## src/rtl/sensor_arbiter.sv

```systemverilog
// Arbiter over N_SENSORS digital request lines plus heater/cooler requests derived from a temperature.
// Define SENSOR_ARBITER_HOLD_EN to lock each new grant for MIN_HOLD cycles before re-arbitration.
module sensor_arbiter #(
  parameter int N_SENSORS = 4,
  parameter int TEMP_W    = 6,
  parameter int T_LOW     = 20,
  parameter int T_HIGH    = 30,
  parameter int MIN_HOLD  = 4,
  parameter int ALT_LOG2  = 3,
  localparam int NCH      = N_SENSORS + 2,
  localparam int IDX_W    = $clog2(NCH)
) (
  input  logic                 clk,
  input  logic                 reset,
  input  logic [N_SENSORS-1:0] sensor_req,
  input  logic                 temp_valid,
  input  logic [TEMP_W-1:0]    temperature,
  input  logic [1:0]           mode,
  output logic [NCH-1:0]       grant,
  output logic [IDX_W-1:0]     grant_idx,
  output logic                 grant_valid,
  output logic                 rev_flag
);

`ifdef SENSOR_ARBITER_HOLD_EN
  localparam bit HOLD_EN = 1'b1;
`else
  localparam bit HOLD_EN = 1'b0;
`endif

  // MIN_HOLD of 1 means no locked cycles beyond the grant cycle itself, so HOLD is skipped.
  localparam bit                USE_HOLD  = HOLD_EN && (MIN_HOLD > 1);
  localparam int                HOLD_W    = (MIN_HOLD > 1) ? $clog2(MIN_HOLD) : 1;
  localparam logic [HOLD_W-1:0] HOLD_LOAD = HOLD_W'((MIN_HOLD > 1) ? (MIN_HOLD - 1) : 0);
  localparam logic [TEMP_W-1:0] T_LOW_V   = TEMP_W'(T_LOW);
  localparam logic [TEMP_W-1:0] T_HIGH_V  = TEMP_W'(T_HIGH);
  localparam logic [IDX_W-1:0]  LAST_IDX  = IDX_W'(NCH - 1);

  localparam logic [1:0] S_IDLE = 2'd0;
  localparam logic [1:0] S_HOLD = 2'd1;
  localparam logic [1:0] S_OPEN = 2'd2;

  logic [1:0]          r_state;
  logic [NCH-1:0]      r_grant;
  logic [IDX_W-1:0]    r_idx;
  logic [IDX_W-1:0]    r_rr_ptr;
  logic [HOLD_W-1:0]   r_hold;
  logic [ALT_LOG2-1:0] r_alt;

  logic [NCH-1:0]      w_req;
  logic                w_any;
  logic [IDX_W-1:0]    w_low_idx;
  logic [IDX_W-1:0]    w_high_idx;
  logic [IDX_W-1:0]    w_rr_idx;
  logic [IDX_W-1:0]    w_win;
  logic [NCH-1:0]      w_win_onehot;
  logic                w_use_high;
  logic                w_take;

  genvar gi;
  generate
    for (gi = 0; gi < N_SENSORS; gi++) begin : g_sens
      assign w_req[gi] = sensor_req[gi];
    end
  endgenerate

  // Strict comparisons keep heater and cooler mutually exclusive since T_LOW <= T_HIGH.
  assign w_req[N_SENSORS]   = temp_valid && (temperature < T_LOW_V);
  assign w_req[N_SENSORS+1] = temp_valid && (temperature > T_HIGH_V);
  assign w_any              = |w_req;

  always_comb begin
    logic [IDX_W-1:0] v_j;
    w_low_idx  = '0;
    w_high_idx = '0;
    w_rr_idx   = '0;
    v_j        = '0;
    for (int i = NCH - 1; i >= 0; i--) begin
      if (w_req[IDX_W'(i)]) w_low_idx = IDX_W'(i);
    end
    for (int i = 0; i < NCH; i++) begin
      if (w_req[IDX_W'(i)]) w_high_idx = IDX_W'(i);
    end
    // Scan downward so the nearest requester at or after the pointer wins last.
    for (int k = NCH - 1; k >= 0; k--) begin
      v_j = IDX_W'((int'(r_rr_ptr) + k) % NCH);
      if (w_req[v_j]) w_rr_idx = v_j;
    end
  end

  assign w_use_high = (mode == 2'b01) || ((mode == 2'b11) && rev_flag);

  always_comb begin
    if (mode == 2'b10) begin
      w_win = w_rr_idx;
    end else if (w_use_high) begin
      w_win = w_high_idx;
    end else begin
      w_win = w_low_idx;
    end
  end

  assign w_win_onehot = {{(NCH-1){1'b0}}, 1'b1} << w_win;
  assign w_take       = w_any && ((r_state == S_IDLE) ||
                                  ((r_state == S_OPEN) && (w_win != r_idx)));

  always_ff @(posedge clk) begin
    if (reset) begin
      r_state  <= S_IDLE;
      r_grant  <= '0;
      r_idx    <= '0;
      r_rr_ptr <= '0;
      r_hold   <= '0;
      r_alt    <= '0;
    end else begin
      if (w_any) r_alt <= r_alt + 1'b1;
      if (w_take) begin
        r_grant  <= w_win_onehot;
        r_idx    <= w_win;
        r_rr_ptr <= (w_win == LAST_IDX) ? '0 : (w_win + 1'b1);
        if (USE_HOLD) begin
          r_state <= S_HOLD;
          r_hold  <= HOLD_LOAD;
        end else begin
          r_state <= S_OPEN;
        end
      end else begin
        case (r_state)
          S_IDLE: r_state <= S_IDLE;
          S_HOLD: begin
            if (r_hold <= HOLD_W'(1)) begin
              r_state <= S_OPEN;
              r_hold  <= '0;
            end else begin
              r_hold <= r_hold - 1'b1;
            end
          end
          S_OPEN: begin
            if (!w_any) begin
              r_state <= S_IDLE;
              r_grant <= '0;
              r_idx   <= '0;
            end
          end
          default: begin
            r_state <= S_IDLE;
            r_grant <= '0;
            r_idx   <= '0;
            r_hold  <= '0;
          end
        endcase
      end
    end
  end

  assign grant       = r_grant;
  assign grant_idx   = r_idx;
  assign grant_valid = |r_grant;
  assign rev_flag    = r_alt[ALT_LOG2-1];

endmodule
```

## config.mk

```make
export PLATFORM = sky130hd
export DESIGN_NAME = sensor_arbiter
export DESIGN_NICKNAME = d
export VERILOG_FILES = /design/src/rtl/sensor_arbiter.sv
export SDC_FILE = /design/constraint.sdc
export NUM_CORES = 1
export LEC_CHECK = 0
export BUFFER_PORTS_ARGS = -buffer_cell sky130_fd_sc_hd__buf_2
export CORE_MARGIN = 2
export CORE_UTILIZATION = 58
export CTS_CLUSTER_DIAMETER = 200
export DETAILED_ROUTE_END_ITERATION = 16
export PLACE_DENSITY = 0.77
export SLEW_MARGIN = 20
export SYNTH_ARGS = -nofsm -noshare
export SYNTH_HDL_FRONTEND = slang
export SYNTH_SLANG_ARGS = --single-unit
```

## constraint.sdc

```tcl
create_clock -name clk -period 10.4 [get_ports clk]
set_input_delay 0.52 -clock clk [delete_from_list [all_inputs] [get_ports clk]]
set_output_delay 0.52 -clock clk [all_outputs]
set_load 0.02 [all_outputs]
```

==> impl_metrics.json, run 1 <==
{
  "synthToLayoutAreaGrowth_pct": 8.328,
  "totalPowerFinal_uw": 688.2,
  "wl_per_cell_um": 15.88,
  "final_antenna_net_count": 0,
  "finalHoldViolCount": 0,
  "n_antenna_cell": 0,
  "nNetsFinal": 311,
  "start_util_pct": 59.58,
  "wirelength_mm": 5.257,
  "vdd.ir_drop.worst_v": 0.0001694,
  "cts_tree": "done",
  "cts_hold_buf": 0,
  "path_clk_slew_ns": 0.06,
  "grt_max_degree": 17,
  "cp-end-kind": "flip-flop",
  "die_h_um": 64.86,
  "fin_worst_skew_ns": 0.0008918,
  "synth_warnings": 0,
  "max_freq_mhz": 196.3,
  "root_buffer": "clkbuf_8",
  "post-cts-setup-buffers": 0,
  "core_mm2": 0.003606,
  "synth_edf_count": 0,
  "cts_buffers": 3,
  "yosysTopAreaCell": "dfxtp_1",
  "synth-seq-cells": 16,
  "p_per_area_mw_per_mm2": 295.7,
  "io_buffers": 25,
  "finalCritPeriodShare_pct": 48.99,
  "dieArea_mm2": 0.004207,
  "power.internal_uw": 339.8,
  "cts_resized": 0,
  "period_needed_ns": 5.095,
  "antenna_found_initial": 0,
  "synth_top_cell_area_share_pct": 14.91,
  "cp_max_fo": 14,
  "synth.avg_cell_area_um2": 8.168,
  "ctsLongestPathBuffers": 2,
  "tightest_slew_ns": 0.7884,
  "synth_cells": 263,
  "combPwrFrac_pct": 76.9,
  "dp_slack_ns": 5.153,
  "async_flop_share_pct": 0,
  "ys_top_cells_by_area": "dfxtp_1, ha_1, mux2i_1",
  "r2r-start": "r_rr_ptr[0]",
  "maxCapViolCount": 0,
  "routed_via_density": 6.387,
  "setup_viol": 0,
  "overflow": 0,
  "fp-row-count": 22,
  "startpoint": "r_rr_ptr[0]",
  "dp_hpwl_mm": 4.040,
  "cts_sinks": 16,
  "switching_share_pct": 50.62,
  "seqPwrFrac_pct": 15.1,
  "status": "completed",
  "synthFlopType": "dfxtp_1",
  "layout-drive-gt1-share_pct": 26.15,
  "syn_area_mm2": 0.002148,
  "grt_pass1_vias": 1884,
  "gp_congestion": 0.9288,
  "hold_path_class": "flip-flop to flip-flop",
  "drc": 0,
  "fin_setup_tns_ns": 0,
  "finalHoldWorstSlack_ns": 0.4563,
  "setup_slack_ns": 5.305,
  "leakagePower_uw": 0.0009621,
  "insertion_delay_ns": 0.25,
  "htree_levels": 1,
  "worstPathArrival_ns": 5.23,
  "seq_area_frac_synth_pct": 14.91,
  "grt_pass1_wl_mm": 8.756,
  "ys_types": 75,
  "drt_first_pass_iters": 5,
  "holdCritStartpoint": "r_alt[1]",
  "vias": 2114,
  "clock_power_share_pct": 8.0,
  "slew_violations": 0,
  "grtUsageTotal_pct": 25.72,
  "slew_headroom_pct": 46.95,
  "cp_data_required_time_ns": 10.54,
  "p_sw_uw": 348.4,
  "dieWidth_um": 64.86,
  "drtIter0Drc": 173,
  "rsz0062_at_grt": "false",
  "ioPinCount": 26,
  "layout_common_cells": "nand2_1, buf_2, nor2_1, dfxtp_1",
  "cp-start-kind": "flip-flop",
  "synth_nets": 290,
  "path_class": "flip-flop to flip-flop"
}
cell families (layout without fill, tap and decap cells):
logic type,Yosys count,count (layout),share of synthesized area [%]
AO/OA/AOI/OAI,71,71,26.56
XOR/XNOR,5,5,3.262
adder cells (fa/ha/maj),12,12,6.989
buffers and inverters,24,44,6.290
flip-flops,16,16,14.91
multiplexers,21,21,12.52
AND/OR/NAND/NOR,114,114,29.47
layer usage:
metal	up-vias	global-route usage, %	routed length, um	part of all wire (%)
li1	1022	-	-	-
met3	8	2.778	344	6.5
met5	-	0	0	0
met2	89	44.33	2497	47
met1	995	34.36	2358	45
met4	0	5.851	56	1.1
metrics by stage:
step	std cells	area (um2)	utilization [%]
2_1_floorplan	263	2148	-
3_3_place_gp	327	2263	62.77
3_5_place_dp	327	2263	62.77
4_1_cts	331	2318	64.30
5_1_grt	331	2327	64.54
6_report	331	2327	64.54
synthesized netlist by cell type (2+ instances only):
cell and instances:
a21oi_2 2, inv_1 13, a21o_1 2, a31oi_1 3, nor3_1 9, o22ai_1 3
a211oi_2 3, and3_1 2, mux2i_1 13, nand2b_1 8, ha_1 12, o211ai_1 5
nand3_1 5, buf_2 2, nand2_1 25, nor4_1 4, nor2_1 22, nand3b_1 3
a21oi_1 11, xor2_1 2, clkbuf_1 3, or2_2 5, a31oi_2 2, o21a_1 2
nand4_1 4, mux4_2 3, dfxtp_1 16, mux2_4 4, nor3b_1 4, and2b_1 3
nor2b_1 3, o21ai_0 9, a31o_2 3, and2_1 2, a211oi_1 5, a211o_1 2
and4_1 2, buf_6 5
critical path, stage by stage, from the launching register on:
cell and delay [ns]:
dfxtp_1 0.69, buf_4 0.32, inv_1 0.14, ha_1 0.28
xor2_4 0.22, inv_6 0.06, ha_1 0.27, and2b_1 0.25
a211oi_2 0.11, a31oi_2 0.22, or4b_4 0.52, and2_2 0.23
a31o_1 0.20, a211oi_1 0.31, nand4_1 0.21, o31ai_4 0.59
mux2_4 0.35
sequential cells by signal (all words and copies together), names as in the netlist:
name and count:
grant 6, grant_idx 3, r_alt 3, r_rr_ptr 3
r_state 1
final timing paths:
| check | slack [ns] | end | cells after the start |
|---|---|---|---|
| worst min-delay path | 0.46 | r_alt[1] | 2 |
| worst max register to register | 5.30 | r_rr_ptr[2] | 16 |
| worst min register to register | 0.46 | r_alt[1] | 2 |
| worst max-delay path | 5.30 | r_rr_ptr[2] | 16 |
power groups by stage:
| stage | clock network, uW | registers (uW) | logic [uW] |
|---|---|---|---|
| final | 54.9 | 104 | 529 |
| after global routing | 59.1 | 107 | 579 |
| after CTS | 56.6 | 103 | 518 |
| after detailed placement | 0 | 105 | 516 |
| after global placement | 0 | 104 | 510 |
| after floorplan | 0 | 105 | 433 |
cell type report:
cell class,instances,area (um2)
inverters,14,57.56
clock buffers,4,55.05
flip-flops and latches,16,320.3
multi-input cells,223,1702
repair buffers,26,132.6
well taps,48,60.06
fillers,336,1279
(Power assumes the default switching activity.)
==> run 2: changes to the inputs <==
CORE_UTILIZATION = 54   (was 58)
PLACE_DENSITY = 0.75   (was 0.77)
clock period = 4.3 ns   (was 10.4 ns; I/O delays follow)
==> impl_metrics.json, run 2 (synthesis gave the netlist of run 1 again) <==
{
  "dieWidth_um": 67.08,
  "seqPwrFrac_pct": 13.0,
  "cts_tree": "done",
  "dp_hpwl_mm": 3.978,
  "io_buffers": 25,
  "overflow": 0,
  "cp-end-kind": "flip-flop",
  "largest_reg_flops": 6,
  "vias": 2067,
  "htree_levels": 1,
  "p_per_area_mw_per_mm2": 719.1,
  "cts_hold_buf": 0,
  "leakagePower_uw": 0.001020,
  "wl_met3_um": 275,
  "final_cells": 342,
  "setup_viol": 0,
  "layout-drive-gt1-share_pct": 29.25,
  "finalCritPeriodShare_pct": 95.62,
  "r2r-start": "r_rr_ptr[1]",
  "crit_family": "simple AND/OR/NAND/NOR gates",
  "place_inst": 336,
  "slew_violations": 0,
  "routed-wl-met2_mm": 2.360,
  "maxCapViolCount": 0,
  "grt_pass1_wl_mm": 8.687,
  "grt_pass1_vias": 1990,
  "synthToLayoutAreaGrowth_pct": 12.81,
  "cts_sinks": 16,
  "drc": 0,
  "power.internal_uw": 888.4,
  "startpoint": "r_rr_ptr[1]",
  "hold_path_class": "input port to flip-flop",
  "rsz0062_at_grt": "false",
  "wl_met1_mm": 2.418,
  "combPwrFrac_pct": 79.4,
  "max_freq_mhz": 243.2,
  "fp-row-count": 22,
  "ioPinCount": 26,
  "layout_common_cells": "nand2_1, buf_2, nor2_1, dfxtp_1",
  "core_mm2": 0.003744,
  "crit_slowest_cell": "or4b_4",
  "insertion_delay_ns": 0.25,
  "slew_headroom_pct": 49.63,
  "cp_num_buf_inv": 3,
  "drtIter0Drc": 120,
  "grt_max_degree": 24,
  "cts_buffers": 3,
  "wirelength_mm": 5.124,
  "period_needed_ns": 4.112,
  "tightest_slew_ns": 0.7486,
  "ctsLongestPathBuffers": 2,
  "start_util_pct": 57.39,
  "path_clk_slew_ns": 0.07,
  "path_class": "flip-flop to flip-flop",
  "routed_via_density": 6.044,
  "grtUsageTotal_pct": 24.46,
  "status": "completed",
  "antenna_found_initial": 0,
  "worstPathArrival_ns": 4.25,
  "drt_first_pass_iters": 4,
  "cp_data_required_time_ns": 4.44,
  "clock_power_share_pct": 7.7,
  "crit_top_cell": "ha_1",
  "vdd.ir_drop.worst_v": 0.0004017,
  "switching_share_pct": 49.02,
  "root_buffer": "clkbuf_8",
  "finalHoldViolCount": 0,
  "holdCritStartpoint": "reset",
  "finalHoldWorstSlack_ns": 0.3081,
  "top_layer": "met4",
  "n_antenna_cell": 0,
  "p_sw_uw": 854.4,
  "final_antenna_net_count": 0,
  "crit_chain": "inv_1, ha_1, xor2_4, inv_6, ha_1, and2b_1, a211oi_2, a31oi_2, or4b_4, and4b_4, a211oi_4, nor2_2, and2_4, o31ai_4, buf_12, mux2_4",
  "cp_max_fo": 10,
  "cp-start-kind": "flip-flop",
  "wl_per_cell_um": 14.98,
  "dieArea_mm2": 0.004499,
  "gp_congestion": 0.8920,
  "nNetsFinal": 322,
  "fin_setup_tns_ns": 0,
  "cp_slowest_stage_delay_ns": 0.52,
  "die_h_um": 67.08,
  "fin_worst_skew_ns": 0.005102
}
-- run 2: metal layers --
layer | global-route usage [%] | vias to the layer above
li1 | - | 1045
met1 | 31.22 | 953
met2 | 41.21 | 61
met3 | 4.730 | 8
met4 | 7.398 | 0
met5 | 0 | -
-- run 2: layout make-up --
| class | count | area (um2) |
|---|---|---|
| flip-flops and latches | 16 | 321.6 |
| multi-input cells | 223 | 1702 |
| fillers | 317 | 1320 |
| repair buffers | 37 | 227.7 |
| well taps | 48 | 60.06 |
| clock buffers | 4 | 55.05 |
| inverters | 14 | 57.56 |
-- run 2: final timing paths --
check | endpoint | slack (ns) | cells after the start
setup / recovery | r_rr_ptr[1] | 0.19 | 16
hold / removal | grant_idx[1] | 0.31 | 2
setup reg to reg | r_rr_ptr[1] | 0.19 | 16
hold reg to reg | r_alt[1] | 0.46 | 2
-- run 2: power by group through the flow --
stage / Clock [uW] / Combinational, uW / Sequential (uW)
floorplan: 0 / 1050 / 253
global placement: 0 / 1310 / 228
finish: 134 / 1380 / 226
CTS: 135 / 1340 / 226
global route: 141 / 1510 / 232
detailed placement: 0 / 1330 / 230
-- run 2: stage by stage --
step           power [uW]  instance area [um2]  worst slack (ns)  util, %
3_3_place_gp         1542                 2344            0.2475    62.60
3_5_place_dp         1560                 2344           0.09259    62.60
6_report             1743                 2424            0.1884    64.74
5_1_grt              1884                 2424           0.01009    64.74
4_1_cts              1704                 2399           0.03117    64.07
2_1_floorplan        1301                 2148            0.2098        -
-- run 2: timing repair --
item,4_1_cts,5_1_grt
resized for setup,0,2
buffers inserted,0,2
endpoints found under the setup margin,0,10
==> run 3: changes to the inputs <==
CELL_PAD_IN_SITES_DETAIL_PLACEMENT = 0   (was not set)
CELL_PAD_IN_SITES_GLOBAL_PLACEMENT = 1   (was not set)
CORE_UTILIZATION = 40   (was 54)
PLACE_DENSITY = 0.74   (was 0.75)
==> impl_metrics.json, run 3 (synthesis gave the netlist of run 1 again) <==
{
  "ctsLongestPathBuffers": 2,
  "fp-row-count": 26,
  "grt_pass1_wl_mm": 8.700,
  "grt_pass1_vias": 1834,
  "routed_via_density": 5.538,
  "setup_slack_ns": 0.2695,
  "hold_path_class": "input port to flip-flop",
  "slew_headroom_pct": 47.69,
  "worstPathArrival_ns": 4.21,
  "leakagePower_uw": 0.001017,
  "layout_common_cells": "nand2_1, buf_2, nor2_1",
  "antenna_found_initial": 0,
  "synthToLayoutAreaGrowth_pct": 13.63,
  "gp_congestion": 0.8872,
  "cts_sinks": 16,
  "final_cells": 364,
  "path_class": "flip-flop to flip-flop",
  "drc": 0,
  "layout-drive-gt1-share_pct": 30.61,
  "cts_tree": "done",
  "path_clk_slew_ns": 0.07,
  "dieArea_mm2": 0.005973,
  "finalCritPeriodShare_pct": 93.73,
  "start_util_pct": 41.80,
  "n_antenna_cell": 0,
  "cp-end-kind": "flip-flop",
  "htree_levels": 1,
  "cts_buffers": 3,
  "fin_worst_skew_ns": 0.0009679,
  "slew_violations": 0,
  "cp_data_required_time_ns": 4.48,
  "fin_setup_tns_ns": 0,
  "vdd.ir_drop.worst_v": 0.0003492,
  "ioPinCount": 26,
  "drtIter0Drc": 90,
  "period_needed_ns": 4.030,
  "place_inst": 359,
  "wl_per_cell_um": 14.54,
  "nNetsFinal": 322,
  "drt_first_pass_iters": 4,
  "fillerInstances": 536,
  "final_antenna_net_count": 0,
  "status": "completed",
  "rsz0062_at_grt": "false",
  "dp_hpwl_mm": 4.203,
  "maxCapViolCount": 0,
  "totalPowerFinal_uw": 1744,
  "largest_reg_flops": 6,
  "dieWidth_um": 77.29,
  "io_buffers": 25,
  "wirelength_mm": 5.294,
  "grtUsageTotal_pct": 17.82,
  "cp_max_fo": 8,
  "cp-start-kind": "flip-flop",
  "tightest_slew_ns": 0.7775,
  "dp_slack_ns": 0.1808,
  "grt_max_degree": 18,
  "p_per_area_mw_per_mm2": 714.4,
  "setup_viol": 0,
  "root_buffer": "clkbuf_8",
  "insertion_delay_ns": 0.25,
  "max_freq_mhz": 248.1,
  "finalHoldViolCount": 0,
  "die_h_um": 77.29,
  "core_mm2": 0.005140,
  "vias": 2016,
  "overflow": 0
}
run 3: area by class of cell:
cell class              count  area (um2)  share of cell area (%)
repair buffers             37       215.2                   8.816
clock buffers               4       55.05                   2.255
well taps                  70       87.58                   3.588
inverters                  14       57.56                   2.358
multi-input cells         223        1702                   69.71
flip-flops and latches     16       324.1                   13.28
run 3: power by group:
group          switching [uW]  internal [uW]  leakage [uW]
clock                    53.7           81.2     0.0000288
combinational             767            614      0.000855
sequential               38.9            189      0.000133
total                     859            884       0.00102
run 3: per-stage QoR:
step                utilization [%]  area, um2  hold slack (ns)
floorplan                         -       2148           0.3953
global placement              46.03       2366           0.4446
detailed placement            46.03       2366           0.4527
CTS                           47.10       2421           0.3104
global route                  47.49       2441           0.3279
finish                        47.49       2441           0.3172
run 3: path summary, 6_finish.rpt:
kind / depth (start not counted) / end / slack, ns / startpoint
worst min register to register: 2 / r_alt[1] / 0.46 / r_alt[1]
worst max register to register: 17 / grant[4] / 0.27 / r_rr_ptr[1]
worst min-delay path: 2 / grant_idx[1] / 0.32 / reset
worst max-delay path: 17 / grant[4] / 0.27 / r_rr_ptr[1]
run 3: worst max-delay path, stage by stage, from the launching register on:
cell and delay [ns]:
dfxtp_2 0.35, inv_1 0.12, ha_2 0.25, xor2_4 0.20, inv_6 0.06, ha_1 0.27
and2b_1 0.24, a211oi_2 0.10, a31oi_2 0.22, or4b_4 0.52, and4b_4 0.24, a211oi_4 0.31
nor2_2 0.13, and2_4 0.18, o31ai_2 0.21, buf_4 0.19, buf_4 0.18, mux2i_1 0.18
run 3: timing repair:
action,CTS,global route
buffers inserted,0,1
gates resized for setup,0,5
endpoints found under the setup margin,0,9
hold buffers,0,0
endpoints found under the hold margin,0,0
run 3: layer usage:
metal  routed length (um)  track usage [%]  vias to the layer above  part of all wire, %
li1                     -                -                     1039                    -
met1                 2680            24.91                      924                   51
met2                 2370            29.13                       45                   45
met3                  177            2.118                        8                  3.3
met4                   65            4.286                        0                  1.2
met5                    0                0                        -                    0
